<file path="config.mk">
export PLATFORM = sky130hd
export DESIGN_NAME = adder_pipe_sched
export DESIGN_NICKNAME = d
export VERILOG_FILES = /design/src/rtl/adder_sched_pkg.sv /design/src/rtl/adder_pipe_sched_rr_arbiter2.sv /design/src/rtl/adder_pipe_sched.sv
export SDC_FILE = /design/constraint.sdc
export NUM_CORES = 1
export LEC_CHECK = 0
export BUFFER_PORTS_ARGS = -buffer_cell sky130_fd_sc_hd__buf_4
export CAP_MARGIN = 40
export CORE_UTILIZATION = 30
export CTS_BUF_LIST = sky130_fd_sc_hd__clkbuf_4 sky130_fd_sc_hd__clkbuf_8
export CTS_CLUSTER_DIAMETER = 60
export DETAILED_ROUTE_END_ITERATION = 12
export SLEW_MARGIN = 20
export SYNTH_ARGS = -nofsm -noshare
export SYNTH_HDL_FRONTEND = slang
export SYNTH_SLANG_ARGS = --single-unit
</file>
<file path="constraint.sdc">
create_clock -name clk -period 1.55 [get_ports clk]
set_clock_uncertainty 0.05 [all_clocks]
set_input_delay 0.0775 -clock clk [delete_from_list [all_inputs] [get_ports clk]]
set_output_delay 0.0775 -clock clk [all_outputs]
set_load 0.02 [all_outputs]
</file>
<file path="src/rtl/adder_sched_pkg.sv">
// Shared types and defaults for the two-requester adder scheduler.
//   N_REQ     : number of requesters sharing the adder
//   DEF_WIDTH : default operand width (sums are one bit wider)
//   DEF_LAT   : default adder latency in register stages
//   req_id_t  : requester index
//   tag_t     : in-flight tag {valid, id}
package adder_sched_pkg;

  localparam int unsigned N_REQ     = 2;
  localparam int unsigned DEF_WIDTH = 8;
  localparam int unsigned DEF_LAT   = 2;

  typedef logic [0:0] req_id_t;

  typedef struct packed {
    logic    valid;
    req_id_t id;
  } tag_t;

endpackage

</file>
<file path="src/rtl/adder_pipe_sched_rr_arbiter2.sv">
// Two-way round-robin arbiter.
//   clk, rst_n : clock, synchronous active-low reset
//   req_i      : request vector (bit i = requester i)
//   gnt_o      : one-hot grant, combinational from req_i and the pointer
// The pointer remembers the last winner; on contention the other requester
// wins. Reset leaves the pointer on requester 1 so requester 0 wins first.
module rr_arbiter2
  import adder_sched_pkg::*;
(
  input  logic       clk,
  input  logic       rst_n,
  input  logic [1:0] req_i,
  output logic [1:0] gnt_o
);

  req_id_t last_q;

  always_comb begin
    gnt_o = '0;
    unique case (req_i)
      2'b01:   gnt_o = 2'b01;
      2'b10:   gnt_o = 2'b10;
      2'b11:   gnt_o = (last_q == 1'b1) ? 2'b01 : 2'b10;
      default: gnt_o = '0;
    endcase
  end

  always_ff @(posedge clk) begin
    if (!rst_n) begin
      last_q <= 1'b1;
    end else if (gnt_o[1]) begin
      last_q <= 1'b1;
    end else if (gnt_o[0]) begin
      last_q <= 1'b0;
    end
  end

endmodule

</file>
<file path="src/rtl/adder_pipe_sched.sv">
// Scheduler sharing one fixed-latency pipelined adder between two requesters.
//   req{0,1}_valid/ready/a/b : operation request, one outstanding op each
//   rsp{0,1}_valid/ready/result : 1-entry response buffer per requester
//   flush_req  : abort every in-flight op (buffered responses survive)
//   drop_mask  : 1-cycle pulse, bit i = requester i lost an in-flight op
//   pipe_a/b   : registered operands to the adder
//   pipe_flush : adder flush (also held during reset)
//   pipe_result: adder sum, LAT edges after pipe_a/pipe_b
//   busy       : any op in flight
module adder_pipe_sched
  import adder_sched_pkg::*;
#(
  parameter int unsigned WIDTH = DEF_WIDTH,
  parameter int unsigned LAT   = DEF_LAT
) (
  input  logic             clk,
  input  logic             rst_n,
  input  logic             req0_valid,
  output logic             req0_ready,
  input  logic [WIDTH-1:0] req0_a,
  input  logic [WIDTH-1:0] req0_b,
  input  logic             req1_valid,
  output logic             req1_ready,
  input  logic [WIDTH-1:0] req1_a,
  input  logic [WIDTH-1:0] req1_b,
  output logic             rsp0_valid,
  input  logic             rsp0_ready,
  output logic [WIDTH:0]   rsp0_result,
  output logic             rsp1_valid,
  input  logic             rsp1_ready,
  output logic [WIDTH:0]   rsp1_result,
  input  logic             flush_req,
  output logic [1:0]       drop_mask,
  output logic [WIDTH-1:0] pipe_a,
  output logic [WIDTH-1:0] pipe_b,
  output logic             pipe_flush,
  input  logic [WIDTH:0]   pipe_result,
  output logic             busy
);

  // Stage 0 travels alongside pipe_a/pipe_b; stage LAT lines up with pipe_result.
  tag_t             tag_q [LAT+1];
  logic [N_REQ-1:0] out_q, out_d;
  logic [N_REQ-1:0] rsp_valid_q, rsp_valid_d;
  logic [WIDTH:0]   rsp_result_q [N_REQ];
  logic [N_REQ-1:0] drop_q, drop_d;
  logic [WIDTH-1:0] pipe_a_q, pipe_b_q;

  logic [N_REQ-1:0] req_valid, req_ready, rsp_ready, cand, gnt, hs;
  logic             capture;
  req_id_t          cap_id;

  assign req_valid = {req1_valid, req0_valid};
  assign rsp_ready = {rsp1_ready, rsp0_ready};
  assign req_ready = ~out_q & {N_REQ{~flush_req & rst_n}};
  assign cand      = req_valid & req_ready;
  assign hs        = rsp_valid_q & rsp_ready;

  rr_arbiter2 u_arb (
    .clk   (clk),
    .rst_n (rst_n),
    .req_i (cand),
    .gnt_o (gnt)
  );

  always_comb begin
    drop_d      = '0;
    busy        = 1'b0;
    for (int unsigned k = 0; k <= LAT; k++) begin
      busy = busy | tag_q[k].valid;
      if (flush_req && tag_q[k].valid) begin
        drop_d[tag_q[k].id] = 1'b1;
      end
    end
    // A tag leaving the last stage on a flush edge is dropped, not captured.
    capture     = tag_q[LAT].valid & ~flush_req;
    cap_id      = tag_q[LAT].id;
    out_d       = (out_q | gnt) & ~hs & ~drop_d;
    rsp_valid_d = rsp_valid_q & ~hs;
    if (capture) begin
      rsp_valid_d[cap_id] = 1'b1;
    end
  end

  always_ff @(posedge clk) begin
    if (!rst_n) begin
      for (int unsigned k = 0; k <= LAT; k++) begin
        tag_q[k] <= '0;
      end
      for (int unsigned i = 0; i < N_REQ; i++) begin
        rsp_result_q[i] <= '0;
      end
      out_q       <= '0;
      rsp_valid_q <= '0;
      drop_q      <= '0;
      pipe_a_q    <= '0;
      pipe_b_q    <= '0;
    end else begin
      // gnt is already zero on a flush edge because ready is held low.
      tag_q[0] <= {|gnt, gnt[1]};
      for (int unsigned k = 1; k <= LAT; k++) begin
        tag_q[k] <= flush_req ? '0 : tag_q[k-1];
      end
      pipe_a_q    <= gnt[1] ? req1_a : (gnt[0] ? req0_a : '0);
      pipe_b_q    <= gnt[1] ? req1_b : (gnt[0] ? req0_b : '0);
      out_q       <= out_d;
      rsp_valid_q <= rsp_valid_d;
      drop_q      <= drop_d;
      if (capture) begin
        rsp_result_q[cap_id] <= pipe_result;
      end
    end
  end

  assign req0_ready  = req_ready[0];
  assign req1_ready  = req_ready[1];
  assign rsp0_valid  = rsp_valid_q[0];
  assign rsp1_valid  = rsp_valid_q[1];
  assign rsp0_result = rsp_result_q[0];
  assign rsp1_result = rsp_result_q[1];
  assign drop_mask   = drop_q;
  assign pipe_a      = pipe_a_q;
  assign pipe_b      = pipe_b_q;
  assign pipe_flush  = flush_req | ~rst_n;

endmodule

</file>
==> results.yml <==
layout:
  area.sequential_mm2: 0.001121
  area_growth_pct: 68.38
  diodes: 0
  multi_input_area_um2: 585.6
  layout.nets: 346
  fill_cells: 512
  final_layout_size_suffix_gt1_share_pct: 35.45
sta:
  rsz0062_at_grt: "false"
  timing.final.max_slew_violations: 0
  tns_ps: 0
  finalSetupViolations: 0
  tightest_slew_ps: 401.5
  post-route-min-period_ps: 1345
  min_period_over_period_pct: 86.77
  max-slew-margin-rel_pct: 73.17
  max_freq_mhz: 743.6
  hold_violations: 0
cts:
  clockRootBuffer: "clkbuf_8"
  cts_tree: "done"
  h-tree-depth: 2
  cts_hold_buffers: 36
  ctsResizeCount: 0
  post_cts_buffers: 0
  cts.path.max_buffers: 2
  clock_sinks: 47
  cts_buffers: 5
  clock_latency_ps: 300
  clkSlewWorstSetupHoldPaths_ps: 90
power_and_ir_drop:
  ir_worst_vdd_mv: 0.4463
  powerDensity_mw_per_mm2: 930.3
  p_leak_uw: 0.001360
  p_total_uw: 2820
logic_synthesis:
  synth_edf_count: 18
  postSynthAreaPerCell_um2: 10.47
  synth_area_leader_cell: "dfxtp_1"
  synth_seq_cells: 47
  seq_area_frac_synth_pct: 62.27
  netlist.area_leader.share_pct: 32.24
  yosysWarnings: 0
  synth_area_leaders: "dfxtp_1 (32%), edfxtp_1 (30%), nand2_1 (7.7%), o22ai_1 (6.3%), and2_1 (3.8%)"
  netlist_instances: 172
  syn_area_mm2: 0.001800
  synth_nets: 220
  ys_types: 28
  synth-main-ff-cell: "dfxtp_1"
  async_reset_ff_share_pct: 0
detailed_routing:
  drt-initial-drc-count: 58
  drc: 0
  drt-total-wl_um: 4724
  wl_per_cell_um: 12.73
  drtPass1Iterations: 4
  ant_nets: 0
  viasPerCell: 4.528
  vias: 1680
critical_path:
  critPathMaxStageDelay_ps: 420
  worst_setup_path_end_kind: "flop"
  cp.arrival_ps: 1470
  path_buf_inv: 1
  rr_startpoint: "u_arb.last_q"
  crit_start: "u_arb.last_q"
  crit_required_ps: 1680
  slowest_stage: "or3b_1"
  worstSetupPathType: "reg2reg"
  worst_setup_path_start_kind: "flop"
  crit_family: "simple AND/OR/NAND/NOR gates"
  crit_fanout: 16
  worstPathCellList: "or3b_1 -> nand2b_1 -> buf_4 -> o22ai_1"
placement:
  dp_hpwl_um: 3089
  port_buffers: 89
  gp_congestion: 0.7617
global_routing:
  grt_max_degree: 42
  grt-ovfl-total: 0
  grt_pass1_vias: 1514
  track_usage_pct: 14.98
  antenna_found_initial: 0
  grt_first_pass_wirelength_um: 7203
die:
  dieArea_mm2: 0.006315
  die_w_um: 79.47
  rows: 27
  design.core.area_mm2: 0.005642
  initial_core_util_pct: 31.91
  num_io_pins: 90
  die_y_um: 79.47
hold_path:
  hold_start: "flush_req"
  holdCritPathClass: "in2reg"
job:
  maxCapViolCount: 0
run_status:
  status: "complete, no violations"
-- state kept, by name, summed over array words and instances, names as in the netlist --
name	count
pipe_a	8
drop_mask	2
tag_q	6
u_arb.last_q	1
out_q	2
pipe_b	8
rsp_valid_q	2
rsp_result_q	18
-- power breakdown --
part,total [uW],switching [uW],internal (uW)
combinational,436,199,237
sequential,1340,16.8,1320
clock,1040,401,643
total,2820,617,2200
-- logic make-up (layout without fill, tap and decap cells) --
| logic type | count (synthesis) | count (layout) | share of synthesized area, % |
|---|---|---|---|
| and+or+nand+nor | 78 | 78 | 21.33 |
| DFF | 47 | 47 | 62.27 |
| AOI/OAI and AO/OA | 30 | 30 | 10.91 |
| buffers and inverters | 17 | 144 | 5.490 |
-- final cells by class --
type | instances | area share, %
sequential | 47 | 36.98
timing repair buffer | 132 | 35.74
multi-input combinational | 108 | 19.31
tap | 72 | 2.972
clock buffer | 5 | 2.270
clock inverter | 3 | 2.229
inverter | 4 | 0.4953
-- per-layer routing --
metal | part of all wire (%) | global-route usage [%] | wire [um]
met1 | 40 | 17.06 | 1879
met2 | 53 | 26.75 | 2484
met3 | 6.0 | 4.229 | 285
met4 | 1.6 | 4.727 | 76
met5 | 0 | 0 | 0
-- per-stage QoR --
step	instances	utilization [%]	worst slack, ps	hold WS, ps	instance area (um2)
2_1_floorplan	172	-	182.3	121.8	1800
6_report	371	53.74	205.1	10.51	3032
4_1_cts	370	53.56	198.1	3.836	3022
3_5_place_dp	326	44.75	216.7	233.1	2525
5_1_grt	371	53.74	116.5	2.707	3032
3_3_place_gp	326	44.75	226.0	227.0	2525
-- path summary, 6_finish.rpt --
path | to | cells past startpoint | slack [ps]
worst min-delay path | u_arb.last_q | 2 | 10
worst max register to register | pipe_b[7] | 4 | 210
worst min register to register | tag_q[0][3] | 2 | 420
worst max-delay path | pipe_b[7] | 4 | 210
-- cells in the final DEF, fill, tap and decap left out, types with 2 or more instances in the layout --
| master | instances |
|---|---|
| buf_4 | 95 |
| nand2_1 | 37 |
| dlygate4sd3_1 | 37 |
| dfxtp_1 | 29 |
| o22ai_1 | 18 |
| edfxtp_1 | 18 |
| and2_1 | 11 |
| and3_1 | 10 |
| nor2_1 | 6 |
| nand2b_1 | 5 |
| clkbuf_8 | 5 |
| nand3_1 | 3 |
| inv_1 | 3 |
| nand3b_1 | 2 |
| a21oi_1 | 2 |
| a31oi_1 | 2 |
| a211oi_1 | 2 |
| bufinv_16 | 2 |
-- synthesized netlist by cell type, types with 2 or more instances --
master and instances:
a211oi_1 2, a21oi_1 2, a31oi_1 2, and2_1 11, and3_1 10, buf_2 4
buf_4 6, clkbuf_1 2, dfxtp_1 29, edfxtp_1 18, inv_1 3, nand2_1 37
nand2b_1 5, nand3_1 3, nand3b_1 2, nor2_1 6, o21ai_0 2, o22ai_1 18
No activity file was read; power rests on OpenSTA's default activity.
